**src/rtl/mem_arbiter_pkg.sv**
```systemverilog
// Shared definitions for the core/debug memory arbiter: sequencer states, port ids,
// and the latency counter width.
package mem_arbiter_pkg;

    typedef enum logic [1:0] {
        ST_IDLE  = 2'd0,
        ST_ISSUE = 2'd1,
        ST_WAIT  = 2'd2,
        ST_RESP  = 2'd3
    } arb_state_e;

    typedef enum logic {
        PORT_C = 1'b0,
        PORT_D = 1'b1
    } port_e;

    localparam int CNT_W = 4;

endpackage

```
**src/rtl/mem_arb_rr.sv**
```systemverilog
// Two-way round-robin pick: a lone requester wins; on a tie the port that did not
// own the previous transfer wins. Purely combinational, one-hot output {D, C}.
module mem_arb_rr
    import mem_arbiter_pkg::*;
(
    input  logic [1:0] req_i,
    input  port_e      last_owner_i,
    output logic [1:0] gnt_o
);

    always_comb begin
        gnt_o = 2'b00;
        case (req_i)
            2'b01:   gnt_o = 2'b01;
            2'b10:   gnt_o = 2'b10;
            2'b11:   gnt_o = (last_owner_i == PORT_D) ? 2'b01 : 2'b10;
            default: gnt_o = 2'b00;
        endcase
    end

endmodule

```
**src/rtl/mem_arbiter.sv**
```systemverilog
// Arbitrates the single-port unified memory between the core (C) and the debug
// loader (D): grant in IDLE, one mem_en strobe, fixed-latency wait, one ack pulse.
module mem_arbiter
    import mem_arbiter_pkg::*;
#(
    parameter int ADDR_W      = 32,
    parameter int DATA_W      = 32,
    parameter int MEM_LATENCY = 1
) (
    input  logic                clk,
    input  logic                rstn,
    input  logic                c_req,
    input  logic                c_we,
    input  logic [ADDR_W-1:0]   c_addr,
    input  logic [DATA_W-1:0]   c_wdata,
    input  logic [DATA_W/8-1:0] c_wstrb,
    output logic                c_gnt,
    output logic                c_ack,
    output logic [DATA_W-1:0]   c_rdata,
    input  logic                d_req,
    input  logic                d_we,
    input  logic [ADDR_W-1:0]   d_addr,
    input  logic [DATA_W-1:0]   d_wdata,
    input  logic [DATA_W/8-1:0] d_wstrb,
    output logic                d_gnt,
    output logic                d_ack,
    output logic [DATA_W-1:0]   d_rdata,
    output logic                mem_en,
    output logic                mem_we,
    output logic [ADDR_W-1:0]   mem_addr,
    output logic [DATA_W-1:0]   mem_wdata,
    output logic [DATA_W/8-1:0] mem_wstrb,
    input  logic [DATA_W-1:0]   mem_rdata
);

    localparam int STRB_W = DATA_W / 8;
    localparam logic [CNT_W-1:0] CNT_LOAD = CNT_W'(MEM_LATENCY - 1);
    localparam logic [ADDR_W-1:0] ALIGN_MASK = ~ADDR_W'(3);

    arb_state_e          state_q, state_d;
    port_e               owner_q, owner_d;
    port_e               last_owner_q, last_owner_d;
    logic                we_q, we_d;
    logic [ADDR_W-1:0]   addr_q, addr_d;
    logic [DATA_W-1:0]   wdata_q, wdata_d;
    logic [STRB_W-1:0]   wstrb_q, wstrb_d;
    logic [CNT_W-1:0]    cnt_q, cnt_d;
    logic [DATA_W-1:0]   c_rdata_q, c_rdata_d;
    logic [DATA_W-1:0]   d_rdata_q, d_rdata_d;

    logic [1:0] pick;
    logic [1:0] gnt_vec;
    logic       drive_mem;
    logic       sel_d;

    mem_arb_rr u_rr (
        .req_i        ({d_req, c_req}),
        .last_owner_i (last_owner_q),
        .gnt_o        (pick)
    );

    // Grants are gated by rstn so they also drop immediately while reset is held.
    assign gnt_vec = (state_q == ST_IDLE && rstn) ? pick : 2'b00;
    assign c_gnt   = gnt_vec[0];
    assign d_gnt   = gnt_vec[1];
    assign sel_d   = gnt_vec[1];

    always_comb begin
        state_d      = state_q;
        owner_d      = owner_q;
        last_owner_d = last_owner_q;
        we_d         = we_q;
        addr_d       = addr_q;
        wdata_d      = wdata_q;
        wstrb_d      = wstrb_q;
        cnt_d        = cnt_q;
        c_rdata_d    = c_rdata_q;
        d_rdata_d    = d_rdata_q;
        mem_en       = 1'b0;
        drive_mem    = 1'b0;
        c_ack        = 1'b0;
        d_ack        = 1'b0;

        case (state_q)
            ST_IDLE: begin
                if (|gnt_vec) begin
                    owner_d = sel_d ? PORT_D : PORT_C;
                    we_d    = sel_d ? d_we    : c_we;
                    addr_d  = sel_d ? d_addr  : c_addr;
                    wdata_d = sel_d ? d_wdata : c_wdata;
                    // Reads present an all-zero strobe to the memory.
                    if (sel_d) wstrb_d = d_we ? d_wstrb : '0;
                    else       wstrb_d = c_we ? c_wstrb : '0;
                    state_d = ST_ISSUE;
                end
            end
            ST_ISSUE: begin
                mem_en    = 1'b1;
                drive_mem = 1'b1;
                cnt_d     = CNT_LOAD;
                state_d   = ST_WAIT;
            end
            ST_WAIT: begin
                drive_mem = 1'b1;
                if (cnt_q == '0) begin
                    if (!we_q) begin
                        if (owner_q == PORT_D) d_rdata_d = mem_rdata;
                        else                   c_rdata_d = mem_rdata;
                    end
                    state_d = ST_RESP;
                end else begin
                    cnt_d = cnt_q - 1'b1;
                end
            end
            ST_RESP: begin
                c_ack        = (owner_q == PORT_C);
                d_ack        = (owner_q == PORT_D);
                last_owner_d = owner_q;
                state_d      = ST_IDLE;
            end
            default: state_d = ST_IDLE;
        endcase
    end

    assign mem_we    = drive_mem & we_q;
    assign mem_addr  = drive_mem ? (addr_q & ALIGN_MASK) : '0;
    assign mem_wdata = drive_mem ? wdata_q : '0;
    assign mem_wstrb = drive_mem ? wstrb_q : '0;
    assign c_rdata   = c_rdata_q;
    assign d_rdata   = d_rdata_q;

    always_ff @(posedge clk or negedge rstn) begin
        if (!rstn) begin
            state_q      <= ST_IDLE;
            owner_q      <= PORT_C;
            last_owner_q <= PORT_D;
            we_q         <= 1'b0;
            addr_q       <= '0;
            wdata_q      <= '0;
            wstrb_q      <= '0;
            cnt_q        <= '0;
            c_rdata_q    <= '0;
            d_rdata_q    <= '0;
        end else begin
            state_q      <= state_d;
            owner_q      <= owner_d;
            last_owner_q <= last_owner_d;
            we_q         <= we_d;
            addr_q       <= addr_d;
            wdata_q      <= wdata_d;
            wstrb_q      <= wstrb_d;
            cnt_q        <= cnt_d;
            c_rdata_q    <= c_rdata_d;
            d_rdata_q    <= d_rdata_d;
        end
    end

endmodule
```
**config.mk**
```make
export PLATFORM = sky130hd
export DESIGN_NAME = mem_arbiter
export DESIGN_NICKNAME = d
export VERILOG_FILES = /design/src/rtl/mem_arbiter_pkg.sv /design/src/rtl/mem_arb_rr.sv /design/src/rtl/mem_arbiter.sv
export SDC_FILE = /design/constraint.sdc
export NUM_CORES = 1
export LEC_CHECK = 0
export BUFFER_PORTS_ARGS = -buffer_cell sky130_fd_sc_hd__buf_4
export CORE_MARGIN = 3
export CORE_UTILIZATION = 47
export DETAILED_ROUTE_END_ITERATION = 12
export PLACE_DENSITY = 0.79
export SLEW_MARGIN = 25
export SYNTH_ARGS = -nofsm -noshare
export SYNTH_HDL_FRONTEND = slang
export SYNTH_SLANG_ARGS = --single-unit
```
**constraint.sdc**
```tcl
create_clock -name clk -period 2.38 [get_ports clk]
set_clock_uncertainty 0.05 [all_clocks]
set_input_delay 0.357 -clock clk [delete_from_list [all_inputs] [get_ports clk]]
set_output_delay 0.357 -clock clk [all_outputs]
set_load 0.02 [all_outputs]
```
---- Word-level counts from Yosys, hierarchy flattened ----
Index checks and enable logic that the tools add are counted.
word-level totals
  bits of input ports ..................... 174
  flip-flop bits (word level) ............. 141
  word-level logic and storage cells ...... 56
operators by class
  bitwise logic cells ..................... 3
  $add $sub $neg .......................... 1
  equal/unequal tests ..................... 9
  reductions and logical operators ........ 11
  mux-type cells .......................... 22
operators with widths
  operator               count
  $mux W32               4
  $mux W4                5
  $eq A2 B2 Y1 const B   4
  $mux W2                4
  $pmux W2 S4            1
  $pmux W4 S2            1
  $reduce_and A4 Y1      2
  $mux W1                6
  $pmux W2 S3            1
  $reduce_and A2 Y1      3
  $eq A2 B1 Y1 const B   2
  $logic_not A4 Y1       1
  $ne A2 B2 Y1 const B   2
  $reduce_or A2 Y1       2
  $sub A4 B1 Y4 const B  1
  $logic_not A2 Y1       1
  $ne A2 B1 Y1 const B   1
  $not A1 Y1             2
  $reduce_bool A2 Y1     1
  $and A1 B1 Y1          1
  $logic_and A1 B1 Y1    1

---- Depth between registers and ports, before layout ----
  depth after elaboration ................. 6
  gate-level depth with buffers ........... 7
  gate-level depth less buffers ........... 5

---- Modules after synthesis ----
Synthesis repeated with hierarchy kept, for this count alone.
second synthesis, totals
  cells, all modules ...................... 626
  area, all modules ....................... 6,480.0 sq um
by module, submodules not included
  module       seq. area each (sq um)  area each (sq um)  instances  cells each
  mem_arbiter  3,479.6                 6,461.2            1          623
  mem_arb_rr   0.0                     18.8               1          3

---- Worst setup path after synthesis ----
OpenSTA, ideal clock, no wires.
  kind .................................... reg-to-reg
  start point ............................. register state_q[0]
  end point ............................... register c_rdata_q[10] (netlist: c_rdata[10])
  stages on the path, launching flop included .. 8
  arrival ................................. 1.859 ns
  data required time ...................... 2.205 ns
  slack ................................... 0.346 ns
  path buffers ............................ 2
  clock period less this slack ............ 2.034 ns
  cells stage by stage .................... dfrtp_1 -> inv_1 -> ha_1 -> clkbuf_1 -> inv_2 -> nor4b_4 -> buf_6 -> mux2_2
between the ends
  word-level cells in the longest chain between the ends .. 2
ends and longest elaborated chain
  what                         line                text
  from (decl)                  mem_arbiter.sv:40   arb_state_e state_q, state_d;
  from (signal assigned)       mem_arbiter.sv:145  state_q <= state_d;
  $eq A2 B2 Y1                 mem_arbiter.sv:84   case (state_q)
  $reduce_and A4 Y1 (no line)  --
  to (signal assigned)         mem_arbiter.sv:153  c_rdata_q <= c_rdata_d;
  to (decl)                    mem_arbiter.sv:48   logic [DATA_W-1:0] c_rdata_q, c_rdata_d;
Every way passes these cells.
A chain may end at the register's enable or synchronous reset.

---- Worst setup path in the final report ----
  start point ............................. register state_q[0]
  end point ............................... output port mem_wdata[5]
between the ends
  word-level cells in the longest chain between the ends .. 4
  elaborated cells on any way between the ends .. 5
ends and longest elaborated chain
  what                                                 line                text
  $eq A2 B2 Y1 / $eq A2 B1 Y1 (equally long branches)  mem_arbiter.sv:84
  $reduce_or A2 Y1 (no line) (*)                       --
  $mux W1 (*)                                          mem_arbiter.sv:84
  $mux W32 (*)                                         mem_arbiter.sv:127  assign mem_wdata = drive_mem ? wdata_q : '0;
  to (decl)                                            mem_arbiter.sv:31   output logic [DATA_W-1:0] mem_wdata,
Mark *: on every way between the ends. The rest lies on a longest branch, timed or not.

==> metrics.yaml <==
status: "finished, final reports clean"
relSlewSlack_pct: 53.2
fmax_mhz: 440
ys_seq_elements: 139
reg2reg_from: "state_q[0]"
core-area_mm2: 0.0135
crit_fanout: 56
clk_latency_ps: 410
synth_cell_type_count: 40
cp.buffers_inverters: 3
ys_warn_count: 0
nets: 1046
fillers: 979
antenna_found_initial: 0
critPathKind: "register to output pin"
rsz0062_at_grt: "no"
clock-sinks: 139
synth_ff_type: "dfrtp_1"
async_reset_ff_share_pct: 100
clkTransAtPathRegs_ps: 60
critPathArrivalTime_ps: 1870
dp_hpwl_um: 14900
htreeDepth: 4
vias: 6057
drive_gt1_share_pct: 48.8
slowest_stage: "dfrtp_1"
required_ps: 1970
period_share_pct: 95.5
tns_ps: 0
numPortBuffers: 305
finalCriticalPeriod_ps: 2270
yosysTopAreaCell: "dfrtp_1"
min_path_type: "input port to register"
syn_to_final_growth_pct: 47.6
route.detailed.wl_per_inst_um: 20.3
critPathCaptureType: "output pin"
grt_pass1_wl_um: 33800
reg2reg_to: "c_rdata[11]"
grt_pass1_vias: 6324
hold_end: "c_rdata[5]"
clkPwrFrac_pct: 18.2
viasPerCell: 5.74
cts_root_buf: "clkbuf_16"
crit_chain: "inv_1 > ha_4 > buf_12 > and2_1 > buf_4"
synth_most_common_cell: "dfrtp_1"
die_area_mm2: 0.0155
seq_area_mm2: 0.00348
overflow: 0
critPathTopFamily: "buffers and inverters"
clk_path_buf_depth: 2
wirelength_um: 21400
startpoint_type: "register"
drc: 0
cts_buffers: 17
hold_path.startpoint: "mem_rdata[5]"
cts_tree: "yes"
p_leak_nw: 4.60
power.total_w: 0.0156
comb_power_share_pct: 54.8
max-cap-violations: 0
die_x_um: 124
first_pass_iters: 5
drt_iter0_drc: 409
boundaryPins: 312
p_int_w: 0.00928
synth_edf_count: 0
rrSetupSlack_ps: 240
netlist_area_mm2: 0.00659
powerDensity_mw_per_mm2: 1600
antenna_cells: 0
synth_top_area_share_pct: 52.4
gp_congestion: 0.845
grt_max_degree: 131
synth_area_leaders: "dfrtp_1 52%, mux2_2 11%, a2bb2oi_1 8.5%"
cts_setup_buffers: 0
tightest_slew_ps: 701
finalMaxSlewViolations: 0
setup_violations: 0
die_h_um: 124
rr_worst_depth: 6
avgSynthCellArea_um2: 11.4
swShare_pct: 40.5
start_util_pct: 49.0
track_usage_pct: 27.1
seq_area_frac_synth_pct: 52.8
final_antenna_net_count: 0
slowest_delay_ps: 390
ir_worst_vdd_mv: 1.14
seqPwrFrac_pct: 27.0
min_delay_path_depth: 2
rows: 42
postSynthCellCount: 579
hold_viol_final: 0
synth_common_cells: "138 x dfrtp_1, 69 x and2_1, 68 x o21ai_0"
power.switching_w: 0.00632
multiInputGateArea_mm2: 0.00286
worst max path at each step:
stage	to	from	depth (start not counted)	slack, ps
3_5_place_dp	c_rdata[23]	state_q[0]	6	290
2_1_floorplan	c_rdata[10]	state_q[0]	7	350
3_3_place_gp	c_rdata[11]	state_q[0]	6	390
6_report	mem_wdata[5]	state_q[0]	5	110
5_1_grt	mem_addr[27]	state_q[0]	5	10
4_1_cts	mem_addr[9]	state_q[0]	5	70
registers in the layout, indices dropped and copies added (netlist names):
register      cells
last_owner_q      1
cnt_q             4
wdata_q          32
addr_q           30
d_rdata          32
c_rdata          32
we_q              1
owner_q           1
state_q           2
wstrb_q           4
routing by layer:
layer	vias to the layer above	GRT usage (%)	share of wire (%)
met1	2983	32.4	38
met5	-	0	0
met2	314	46.2	50
met4	0	10.9	3.2
met3	48	7.42	8.4
li1	2712	-	-
repair_timing:
action	4_1_cts	5_1_grt
gates resized for setup	1	0
hold buffers	1	0
hold endpoints to repair	9	0
endpoints found under the setup margin	54	0
kinds of logic after synthesis:
kind of cell | count (synthesis) | synth area share [%]
XOR/XNOR | 1 | 0.133
flip-flops | 139 | 52.8
other | 1 | 0.0569
buffers and inverters | 67 | 4.44
AO/OA/AOI/OAI | 208 | 21.2
adder cells (fa/ha/maj) | 6 | 1.14
multiplexers | 68 | 11.6
AND/OR/NAND/NOR | 89 | 8.67
layout make-up:
cell class              instances  area share [%]
flip-flops and latches        139            35.8
inverters                      10           0.386
repair buffers                324            25.7
multi-input cells             374            29.3
well taps                     176            2.26
clock buffers                  17            4.37
clock inverters                15            2.19
through the flow:
| step | std cells | util, % | setup WS, ps | hold WS, ps | cell area, µm² |
|---|---|---|---|---|---|
| after floorplan | 580 | - | 346 | 11.4 | 6600 |
| after global routing | 1055 | 72.3 | 14.4 | 118 | 9730 |
| after global placement | 1022 | 67.5 | 390 | 134 | 9070 |
| after CTS | 1055 | 72.3 | 75.0 | 116 | 9730 |
| final | 1055 | 72.3 | 108 | 133 | 9730 |
| after detailed placement | 1022 | 67.5 | 287 | 135 | 9070 |
power groups by stage:
stage | sequential, W | combinational (W) | clock [W]
after CTS | 0.00421 | 0.00862 | 0.00288
final | 0.00422 | 0.00855 | 0.00284
after global routing | 0.00435 | 0.00905 | 0.00301
after detailed placement | 0.00421 | 0.00853 | 0
after global placement | 0.00414 | 0.00838 | 0
after floorplan | 0.00471 | 0.00428 | 0
placed cells by master (no fill, tap or decap), types with 4 or more instances in the layout:
| cell | Yosys | layout |
|---|---|---|
| buf_4 | 2 | 317 |
| o21ai_0 | 68 | 68 |
| dfrtp_1 | 138 | 138 |
| clkinv_4 | 0 | 4 |
| inv_6 | 0 | 4 |
| inv_1 | 9 | 9 |
| ha_1 | 6 | 5 |
| bufinv_16 | 0 | 4 |
| and2_1 | 69 | 68 |
| a31oi_1 | 62 | 62 |
| clkbuf_16 | 0 | 17 |
| a2bb2oi_1 | 64 | 64 |
| buf_12 | 0 | 5 |
| nor2_1 | 4 | 4 |
| mux2_2 | 64 | 64 |
| a32oi_1 | 4 | 4 |
(Power assumes the default switching activity.)
